$ cat config.mk
export PLATFORM = sky130hd
export DESIGN_NAME = cdm_bus_unit
export DESIGN_NICKNAME = d
export VERILOG_FILES = /design/src/rtl/cdm_bus_unit.sv
export SDC_FILE = /design/constraint.sdc
export NUM_CORES = 1
export LEC_CHECK = 0
export CORE_UTILIZATION = 51
export CTS_CLUSTER_DIAMETER = 50
export DETAILED_ROUTE_END_ITERATION = 8
export PLACE_DENSITY_LB_ADDON = 0.15
export SLEW_MARGIN = 5
export SYNTH_ARGS = -nofsm -noshare
export SYNTH_HDL_FRONTEND = slang
export SYNTH_SLANG_ARGS = --single-unit
$ cat constraint.sdc
create_clock -name input_clock -period 2.9 [get_ports input_clock]
set_input_delay 0.58 -clock input_clock [delete_from_list [all_inputs] [get_ports input_clock]]
set_output_delay 0.58 -clock input_clock [all_outputs]
set_load 0.005 [all_outputs]
$ cat src/rtl/cdm_bus_unit.sv
// cdm_bus_unit -- load/store bus unit for the cdm core.
//  Takes one access from the core, splits lane-boundary-crossing accesses into
//  two aligned beats, waits on mem_ready (optional per-beat timeout), merges and
//  sign/zero-extends read data, and reports misaligned / bad-size / timeout faults.
// Ports:
//  input_clock, reset_n              clock, async active-low reset
//  req/we/size/sign_extend/addr/wdata core request (sampled only while idle)
//  rdata/done/fault/fault_code/busy  core response
//  mem_req/mem_we/mem_addr/mem_be/mem_wdata/mem_rdata/mem_ready  memory beat port

// Per-lane slice: byte enable, write-data rotation and read merge for one lane.
//  off   : byte offset of the access inside the bus word
//  end_b : off + access size in bytes (may exceed NUM_LANES when split)
module cdm_bus_lane #(
  parameter int NUM_LANES = 2,
  parameter int OW        = 1,
  parameter int LANE      = 0
) (
  input  logic [OW-1:0]               off,
  input  logic [3:0]                  end_b,
  input  logic                        beat1,
  input  logic [NUM_LANES-1:0][7:0]   wdata,
  input  logic [7:0]                  hold,
  input  logic [7:0]                  mrd,
  output logic                        be,
  output logic [7:0]                  wbyte,
  output logic [7:0]                  mbyte
);
  localparam logic [OW-1:0] LIDX = OW'(LANE);
  localparam logic [3:0]    L4   = 4'(LANE);
  localparam logic [3:0]    NL4  = 4'(NUM_LANES);

  logic [OW-1:0] wsel;

  // rotate-left by off: lane L carries source byte (L - off) mod NUM_LANES
  assign wsel  = LIDX - off;
  assign wbyte = wdata[wsel];

  // second beat covers the bytes that spilled past the top lane
  assign be = beat1 ? ((L4 + NL4) < end_b)
                    : ((L4 >= 4'(off)) && (L4 < end_b));

  // in the second beat, lanes >= off came from the first beat's holding register
  assign mbyte = (beat1 && (LIDX >= off)) ? hold : mrd;
endmodule

module cdm_bus_unit #(
  parameter int DATA_W          = 16,
  parameter int ADDR_W          = 16,
  parameter int ALLOW_UNALIGNED = 1,
  parameter int TIMEOUT         = 0
) (
  input  logic                  input_clock,
  input  logic                  reset_n,
  input  logic                  req,
  input  logic                  we,
  input  logic [1:0]            size,
  input  logic                  sign_extend,
  input  logic [ADDR_W-1:0]     addr,
  input  logic [DATA_W-1:0]     wdata,
  output logic [DATA_W-1:0]     rdata,
  output logic                  done,
  output logic                  fault,
  output logic [1:0]            fault_code,
  output logic                  busy,
  output logic                  mem_req,
  output logic                  mem_we,
  output logic [ADDR_W-1:0]     mem_addr,
  output logic [DATA_W/8-1:0]   mem_be,
  output logic [DATA_W-1:0]     mem_wdata,
  input  logic [DATA_W-1:0]     mem_rdata,
  input  logic                  mem_ready
);
  localparam int NUM_LANES = DATA_W / 8;
  localparam int OW        = (NUM_LANES > 2) ? $clog2(NUM_LANES) : 1;
  localparam int CW        = $clog2(TIMEOUT + 2);
  localparam logic [CW-1:0] TLIM = CW'((TIMEOUT > 0) ? (TIMEOUT - 1) : 0);
  localparam logic [3:0]    NL4  = 4'(NUM_LANES);

  typedef enum logic [1:0] {S_IDLE, S_BEAT0, S_BEAT1, S_RESP} state_t;

  state_t                      state_q, state_d;
  logic [ADDR_W-1:0]           addr_q, addr_d;
  logic                        we_q, we_d;
  logic [1:0]                  size_q, size_d;
  logic                        sext_q, sext_d;
  logic [NUM_LANES-1:0][7:0]   wdata_q, wdata_d;
  logic [NUM_LANES-1:0][7:0]   hold_q, hold_d;
  logic [DATA_W-1:0]           rdata_q, rdata_d;
  logic                        fault_q, fault_d;
  logic [1:0]                  fcode_q, fcode_d;
  logic [CW-1:0]               tmo_q, tmo_d;

  // geometry of the captured access
  logic [OW-1:0]  off;
  logic [3:0]     nbytes, end_b;
  logic           split;
  // geometry of the incoming request (decides the IDLE exit)
  logic [3:0]     in_n, in_end;
  logic           in_bad, in_split;

  logic                        beat, beat1;
  logic [ADDR_W-1:0]           base;
  logic [NUM_LANES-1:0]        lane_be;
  logic [NUM_LANES-1:0][7:0]   lane_wd, merge, rot, rd_res;
  logic [OW-1:0]               top_idx;
  logic [7:0]                  fill;

  assign off    = addr_q[OW-1:0];
  assign nbytes = 4'(1) << size_q;
  assign end_b  = 4'(off) + nbytes;
  assign split  = end_b > NL4;

  assign in_n     = 4'(1) << size;
  assign in_end   = 4'(addr[OW-1:0]) + in_n;
  assign in_bad   = in_n > NL4;
  assign in_split = in_end > NL4;

  assign beat  = (state_q == S_BEAT0) || (state_q == S_BEAT1);
  assign beat1 = (state_q == S_BEAT1);
  assign base  = {addr_q[ADDR_W-1:OW], {OW{1'b0}}};

  for (genvar g = 0; g < NUM_LANES; g++) begin : g_lane
    cdm_bus_lane #(.NUM_LANES(NUM_LANES), .OW(OW), .LANE(g)) u_lane (
      .off   (off),
      .end_b (end_b),
      .beat1 (beat1),
      .wdata (wdata_q),
      .hold  (hold_q[g]),
      .mrd   (mem_rdata[8*g +: 8]),
      .be    (lane_be[g]),
      .wbyte (lane_wd[g]),
      .mbyte (merge[g])
    );
  end

  // rotate the merged word right by off, then extend above the access size
  assign top_idx = OW'(nbytes - 4'd1);
  always_comb begin
    rot    = '0;
    rd_res = '0;
    for (int j = 0; j < NUM_LANES; j++) rot[j] = merge[OW'(j) + off];
    fill = (sext_q && rot[top_idx][7]) ? 8'hFF : 8'h00;
    for (int j = 0; j < NUM_LANES; j++) rd_res[j] = (4'(j) < nbytes) ? rot[j] : fill;
  end

  always_comb begin
    state_d = state_q;
    addr_d  = addr_q;
    we_d    = we_q;
    size_d  = size_q;
    sext_d  = sext_q;
    wdata_d = wdata_q;
    hold_d  = hold_q;
    rdata_d = rdata_q;
    fault_d = fault_q;
    fcode_d = fcode_q;
    tmo_d   = tmo_q;
    case (state_q)
      S_IDLE: begin
        if (req) begin
          addr_d  = addr;
          we_d    = we;
          size_d  = size;
          sext_d  = sign_extend;
          wdata_d = wdata;
          fault_d = 1'b0;
          fcode_d = 2'd0;
          tmo_d   = '0;
          if (in_bad) begin
            fault_d = 1'b1;
            fcode_d = 2'd2;
            state_d = S_RESP;
          end else if (in_split && (ALLOW_UNALIGNED == 0)) begin
            fault_d = 1'b1;
            fcode_d = 2'd1;
            state_d = S_RESP;
          end else begin
            state_d = S_BEAT0;
          end
        end
      end
      S_BEAT0, S_BEAT1: begin
        if (mem_ready) begin
          tmo_d = '0;
          if (!beat1) hold_d = mem_rdata;
          if (!beat1 && split) begin
            state_d = S_BEAT1;
          end else begin
            state_d = S_RESP;
            if (!we_q) rdata_d = rd_res;
          end
        end else if ((TIMEOUT != 0) && (tmo_q == TLIM)) begin
          // a finished first write beat stays written; only the access faults
          fault_d = 1'b1;
          fcode_d = 2'd3;
          state_d = S_RESP;
        end else if (TIMEOUT != 0) begin
          tmo_d = tmo_q + CW'(1);
        end
      end
      S_RESP:  state_d = S_IDLE;
      default: state_d = S_IDLE;
    endcase
  end

  always_ff @(posedge input_clock or negedge reset_n) begin
    if (!reset_n) begin
      state_q <= S_IDLE;
      addr_q  <= '0;
      we_q    <= 1'b0;
      size_q  <= '0;
      sext_q  <= 1'b0;
      wdata_q <= '0;
      hold_q  <= '0;
      rdata_q <= '0;
      fault_q <= 1'b0;
      fcode_q <= '0;
      tmo_q   <= '0;
    end else begin
      state_q <= state_d;
      addr_q  <= addr_d;
      we_q    <= we_d;
      size_q  <= size_d;
      sext_q  <= sext_d;
      wdata_q <= wdata_d;
      hold_q  <= hold_d;
      rdata_q <= rdata_d;
      fault_q <= fault_d;
      fcode_q <= fcode_d;
      tmo_q   <= tmo_d;
    end
  end

  // all memory-side outputs are gated by the beat states so they read 0 outside a beat
  assign busy       = (state_q != S_IDLE);
  assign done       = (state_q == S_RESP);
  assign fault      = done & fault_q;
  assign fault_code = fault ? fcode_q : 2'd0;
  assign rdata      = rdata_q;
  assign mem_req    = beat;
  assign mem_we     = beat & we_q;
  assign mem_addr   = beat ? (beat1 ? base + ADDR_W'(NUM_LANES) : base) : '0;
  assign mem_be     = beat ? lane_be : '0;
  assign mem_wdata  = beat ? lane_wd : '0;
endmodule

==> results of run 1 <==
==> worst max-delay path, cell delays in order, from the launching register on <==
cell and delay [ns]:
sky130_fd_sc_hd__dfrtp_2 0.42, sky130_fd_sc_hd__buf_4 0.14, sky130_fd_sc_hd__nor2b_1 0.19, sky130_fd_sc_hd__ha_4 0.17, sky130_fd_sc_hd__and3b_2 0.25, sky130_fd_sc_hd__nor2_4 0.04
sky130_fd_sc_hd__o221a_2 0.25, sky130_fd_sc_hd__clkdlybuf4s50_1 0.44
==> sequential cells by signal, summed over array words and instances, names as in the netlist <==
register / cells
state_q: 2
rdata: 16
addr_q: 16
we_q: 1
wdata_q: 16
size_q: 2
fcode_q: 1
sext_q: 1
hold_q: 16
==> placed cells by master (no fill, tap or decap), types with 11 or more instances in the layout <==
| master | n |
|---|---|
| sky130_fd_sc_hd__clkdlybuf4s50_1 | 107 |
| sky130_fd_sc_hd__inv_1 | 11 |
| sky130_fd_sc_hd__mux2_2 | 51 |
| sky130_fd_sc_hd__buf_4 | 12 |
| sky130_fd_sc_hd__o21ai_0 | 23 |
| sky130_fd_sc_hd__nand2_1 | 29 |
| sky130_fd_sc_hd__dfrtp_1 | 67 |
| sky130_fd_sc_hd__nor2_1 | 49 |
| sky130_fd_sc_hd__mux2i_1 | 28 |
| sky130_fd_sc_hd__a21oi_1 | 24 |
==> kinds of logic (layout without fill, tap and decap cells) <==
| family | Yosys count | count (layout) | share of synthesized area |
|---|---|---|---|
| and+or+nand+nor | 106 | 106 | 0.127 |
| muxes | 79 | 79 | 0.222 |
| DFF | 71 | 71 | 0.462 |
| AOI/OAI and AO/OA | 58 | 58 | 0.0899 |
| buffers and inverters | 36 | 153 | 0.0446 |
| xor gates and xnor gates | 13 | 13 | 0.0296 |
| adders and majority gates | 7 | 7 | 0.0228 |
| other | 1 | 2 | 0.000976 |
==> metal layers <==
layer / global-route usage / part of all wire
met5: 0 / 0
met4: 0.104 / 0.022
met3: 0.0550 / 0.060
met2: 0.393 / 0.48
met1: 0.294 / 0.44
==> stage by stage <==
step,cell area [sq um],instances,util,hold WS (ns)
6_report,5360,588,0.738,0.347
5_1_grt,5360,588,0.738,0.437
4_1_cts,5300,587,0.731,0.396
3_5_place_dp,5000,564,0.690,0.472
3_3_place_gp,5000,564,0.690,0.463
2_1_floorplan,3850,372,-,0.284
==> worst max path at each step <==
stage,cells after the start,endpoint
after CTS,7,mem_be[0]
after detailed placement,6,mem_addr[14]
after global routing,7,mem_be[0]
after floorplan,6,mem_be[0]
final,7,mem_be[0]
after global placement,6,mem_addr[14]
==> power by group through the flow <==
stage / Clock, mW / Sequential (mW) / Combinational, mW
6_report: 0.882 / 1.89 / 3.72
3_3_place_gp: 0 / 1.88 / 3.44
4_1_cts: 0.898 / 1.88 / 3.65
3_5_place_dp: 0 / 1.91 / 3.51
2_1_floorplan: 0 / 1.81 / 2.03
5_1_grt: 0.938 / 1.96 / 4.07
==> cell type report <==
type	count	area, sq um
tap	99	124
sequential	71	1780
clock inverter	5	81.3
inverter	13	48.8
clock buffer	11	141
multi-input combinational	265	1950
timing repair buffer	124	1230
fill	533	1900
==> repair_timing <==
action                                  CTS  global route
pin swaps                                 0             1
gates resized for setup                   8            14
endpoints found under the setup margin   19            32
buffers inserted                          7             1
==> flow_metrics.py, run 1 <==
metrics = {
    "floorplanning": {
        "fp.coreArea_sq_um": 7250,
        "rows": 31,
        "die_x_um": 88.8,
        "effective_utilization_at_floorplan": 0.530,
        "boundaryPins": 113,
        "height_of_the_die_um": 88.8,
        "die_area_sq_um": 7890,
    },
    "global_route": {
        "first_global_vias": 3015,
        "overall_fraction_of_global_route_tracks_in_use": 0.236,
        "antenna_found_initial": 0,
        "grt_start_max_net_pins": 72,
        "global_route_wire_length_before_repair_mm": 14.1,
        "grt_overflow": 0,
    },
    "synthesis": {
        "yosys-top-cells-count": "sky130_fd_sc_hd__dfrtp_1, sky130_fd_sc_hd__mux2_2, sky130_fd_sc_hd__nor2_1, sky130_fd_sc_hd__nand2_1, sky130_fd_sc_hd__mux2i_1",
        "count_of_synthesis_stage_warnings_from_yosys": 0,
        "synth.avg_cell_area_sq_um": 10.4,
        "most_area_consuming_cells_after_synthesis": "sky130_fd_sc_hd__dfrtp_1, sky130_fd_sc_hd__mux2_2, sky130_fd_sc_hd__mux2i_1, sky130_fd_sc_hd__nor2_1, sky130_fd_sc_hd__a21oi_1",
        "most_frequent_cell_after_synthesis": "sky130_fd_sc_hd__dfrtp_1",
        "synth_ff_type": "sky130_fd_sc_hd__dfrtp_1",
        "synth_enable_flop_cells": 0,
        "ys_async_sr_fraction": 1.00,
        "synth.distinct_cells": 41,
        "syn_inst": 371,
        "netlist_area_sq_um": 3840,
        "ys_ff_latch": 71,
        "synth_top_cell_area_share": 0.462,
        "synth.yosys.seq_area_share": 0.462,
        "yosysTopAreaCell": "sky130_fd_sc_hd__dfrtp_1",
    },
    "detailed_routing": {
        "via_per_inst": 5.25,
        "drt_first_iter_violations": 90,
        "final_antenna_net_count": 0,
        "drt_drc_violations_left": 0,
        "drt-total-wl_mm": 8.86,
        "routedWlPerCell_um": 15.1,
        "routed-via-count": 3087,
        "drt_pass1_iterations": 4,
    },
    "power_and_ir_drop": {
        "power.density_nw_per_um2": 1210,
        "total_power_mw": 6.49,
        "p_seq_frac": 0.291,
        "net-switching-power_mw": 2.39,
        "comb_power_share": 0.573,
        "worst_ir_drop_vdd_mv": 0.634,
        "p_leak_nw": 2.29,
        "internal_power_mw": 4.10,
        "power_switching_share": 0.368,
        "share_clk_of_total_power": 0.136,
    },
    "placed_design": {
        "hpwl_mm": 6.02,
        "gp_routability_congestion": 0.766,
        "pre_cts_slack_ns": 0.216,
        "io_buffer_count": 110,
    },
    "setup_path": {
        "endpoint_kind": "primary output",
        "crit_path_max_fanout": 4,
        "cp.arrival_ns": 2.26,
        "setup.worst_path.start": "size_q[1]",
        "r2r-end": "rdata[5]",
        "setup_slack_of_the_most_critical_reg_to_reg_path_ns": 0.72,
        "worst-setup-path-type": "flop to primary output",
        "critical_path_required_ns": 2.32,
        "ff_to_ff_path_depth": 6,
        "crit-reg2reg-launch": "size_q[0]",
        "critPathLaunchType": "flop",
    },
    "final_layout": {
        "final_nets": 547,
        "drive_gt1_frac": 0.215,
        "diodes": 0,
        "area.growth.synth_to_final_pct": 39.4,
    },
    "clock_tree": {
        "clkLatencyLatePin_ns": 0.34,
        "htreeDepth": 3,
        "tritoncts.num_buffers": 9,
        "clkTransAtPathRegs_ns": 0.08,
        "cts.root.buffer_cell": "sky130_fd_sc_hd__clkbuf_8",
        "cts_hold_repair.buffers": 0,
        "cts_tree": "done",
        "cts.sink_count": 71,
        "clock_path_buffers": 2,
    },
    "sta": {
        "normalized_max_slew_margin": 0.407,
        "final-hold-violation-count": 0,
        "max_slew_violation_count": 0,
        "timing.setup.tns_ns": 0,
        "worst_pin_slew_ns": 0.889,
        "fmax_mhz": 353,
        "final_setup_violation_count": 0,
        "period_share": 0.978,
        "post-route-worst-setup-slack_ns": 0.0631,
        "min_period_ns": 2.84,
        "fin_skew_ns": 0.00691,
    },
    "status": {
        "run_status": "complete, no violations",
    },
    "job": {
        "max-cap-violations": 0,
    },
    "hold_path": {
        "worst_hold_path_type": "input port to async pin",
    },
}
Power figures use the tool's default switching activity.
==> inputs of run 2 (changes only) <==
- CORE_MARGIN: unset -> 4
- GPL_ROUTABILITY_DRIVEN: unset -> 0
==> flow_metrics.py, run 2 (synthesis results as in run 1) <==
metrics = {
    "global_route": {
        "grt_start_max_net_pins": 72,
        "antenna_found_initial": 0,
        "overall_fraction_of_global_route_tracks_in_use": 0.215,
        "grt_overflow": 0,
        "first_global_vias": 3245,
        "global_route_wire_length_before_repair_mm": 15.1,
    },
    "detailed_routing": {
        "routedWlPerCell_um": 16.1,
        "drt_first_iter_violations": 95,
        "final_antenna_net_count": 0,
        "drt_drc_violations_left": 0,
        "routed-via-count": 3168,
        "drt-total-wl_mm": 9.46,
        "drt_pass1_iterations": 4,
        "via_per_inst": 5.38,
    },
    "clock_tree": {
        "cts.sink_count": 71,
        "clkTransAtPathRegs_ns": 0.08,
        "cts_hold_repair.buffers": 0,
        "cts_tree": "done",
        "clock_path_buffers": 2,
        "clkLatencyLatePin_ns": 0.34,
        "htreeDepth": 3,
        "cts.root.buffer_cell": "sky130_fd_sc_hd__clkbuf_8",
        "tritoncts.num_buffers": 9,
    },
    "sta": {
        "max_slew_violation_count": 0,
        "normalized_max_slew_margin": 0.398,
        "fin_skew_ns": 0.0116,
        "worst_pin_slew_ns": 0.903,
        "final-hold-violation-count": 0,
        "final_setup_violation_count": 0,
        "fmax_mhz": 352,
        "min_period_ns": 2.84,
        "period_share": 0.979,
    },
    "final_layout": {
        "final_core_utilization": 0.742,
        "most_common_cell_after_layout_fill_and_taps_aside": "sky130_fd_sc_hd__clkdlybuf4s50_1",
        "drive_gt1_frac": 0.216,
        "area.growth.synth_to_final_pct": 40.9,
        "final_nets": 548,
        "fin_cells": 589,
        "num-fill-cells": 548,
        "design_area_sq_um": 5410,
        "diodes": 0,
        "mostFrequentLayoutCells": "sky130_fd_sc_hd__clkdlybuf4s50_1, sky130_fd_sc_hd__dfrtp_1, sky130_fd_sc_hd__mux2_2",
    },
    "setup_path": {
        "setup_slack_of_the_most_critical_reg_to_reg_path_ns": 0.82,
        "critPathLaunchType": "flop",
        "critPathSlowestCell": "sky130_fd_sc_hd__clkdlybuf4s50_1",
        "critical_path_required_ns": 2.32,
        "crit_path_max_fanout": 5,
        "r2r-end": "hold_q[13]",
        "worst-setup-path-type": "flop to primary output",
        "crit_chain": "nor2_2 > ha_2 > ha_4 > nand2_2 > a21oi_1 > o221a_2 > clkdlybuf4s50_1",
        "ff_to_ff_path_depth": 6,
        "cp.arrival_ns": 2.26,
        "crit-reg2reg-launch": "state_q[0]",
        "cpPeakStageDelay_ns": 0.50,
        "endpoint_kind": "primary output",
    },
    "power_and_ir_drop": {
        "p_leak_nw": 2.33,
        "power.density_nw_per_um2": 1230,
        "worst_ir_drop_vdd_mv": 0.642,
    },
    "floorplanning": {
        "height_of_the_die_um": 94.8,
        "die_x_um": 94.8,
        "die_area_sq_um": 8990,
        "rows": 31,
        "boundaryPins": 113,
        "fp.coreArea_sq_um": 7290,
        "effective_utilization_at_floorplan": 0.527,
    },
    "placed_design": {
        "io_buffer_count": 110,
        "hpwl_mm": 6.44,
        "place_area_sq_um": 5020,
        "place_inst": 566,
    },
    "job": {
        "max-cap-violations": 0,
    },
    "status": {
        "run_status": "complete, no violations",
    },
    "hold_path": {
        "worst_hold_path_type": "input port to async pin",
    },
}
==> run 2: changes by cell type in the layout (fill, tap and decap cells not counted), moves of 2 or more <==
cell                      delta
sky130_fd_sc_hd__inv_6       +2
sky130_fd_sc_hd__nor2_2      +2
sky130_fd_sc_hd__dfrtp_1     +2
sky130_fd_sc_hd__dfrtp_2     -2
==> run 2: power by group <==
part	internal, mW	switching (mW)	total, mW
sequential	1.50	0.393	1.89
clock	0.601	0.386	0.987
combinational	2.11	1.66	3.77
==> run 2: how the worst max path moves through the flow <==
stage	startpoint	to	slack, ns	cells after the start
after global placement	state_q[0]	mem_addr[14]	0.27	6
after floorplan	size_q[1]	mem_be[0]	0.70	6
after CTS	size_q[1]	mem_be[0]	0.006	7
final	size_q[1]	mem_be[0]	0.06	7
after global routing	size_q[1]	mem_be[0]	-0.008	7
after detailed placement	state_q[0]	mem_addr[14]	0.23	6
==> run 2: layout make-up <==
| class | count | area (sq um) | share of cell area |
|---|---|---|---|
| multi-input combinational | 265 | 1970 | 0.364 |
| sequential | 71 | 1780 | 0.329 |
| timing repair buffer | 125 | 1240 | 0.229 |
| clock buffer | 10 | 138 | 0.0254 |
| tap | 99 | 124 | 0.0229 |
| clock inverter | 6 | 115 | 0.0213 |
| inverter | 13 | 48.8 | 0.00902 |
==> run 2: through the flow <==
stage / TNS, ns / setup WS, ns / power [mW] / hold slack [ns]
after floorplan: 0 / 0.703 / 3.84 / 0.284
after global placement: 0 / 0.272 / 5.37 / 0.461
after detailed placement: 0 / 0.229 / 5.48 / 0.463
after CTS: 0 / 0.00551 / 6.57 / 0.401
after global routing: -0.00792 / -0.00792 / 7.15 / 0.450
final: 0 / 0.0598 / 6.65 / 0.368
==> run 2: worst max-delay path: cells and delay by family, from the launching register on <==
kind,cells,cell delay (ns)
AOI/OAI and AO/OA,2,0.37
adders and majority gates,2,0.48
and+or+nand+nor,2,0.16
DFF,1,0.42
buffers and inverters,1,0.50
==> run 2: metal layers <==
metal | track usage | wire, um
met1 | 0.269 | 3930
met5 | 0 | 0
met2 | 0.355 | 4740
met3 | 0.0590 | 629
met4 | 0.0793 | 155
==> run 2: repair_timing <==
| action | CTS | global route |
|---|---|---|
| setup endpoints to repair | 26 | 28 |
| pin swaps | 0 | 2 |
| buffers inserted | 5 | 2 |
| resized for setup | 7 | 16 |
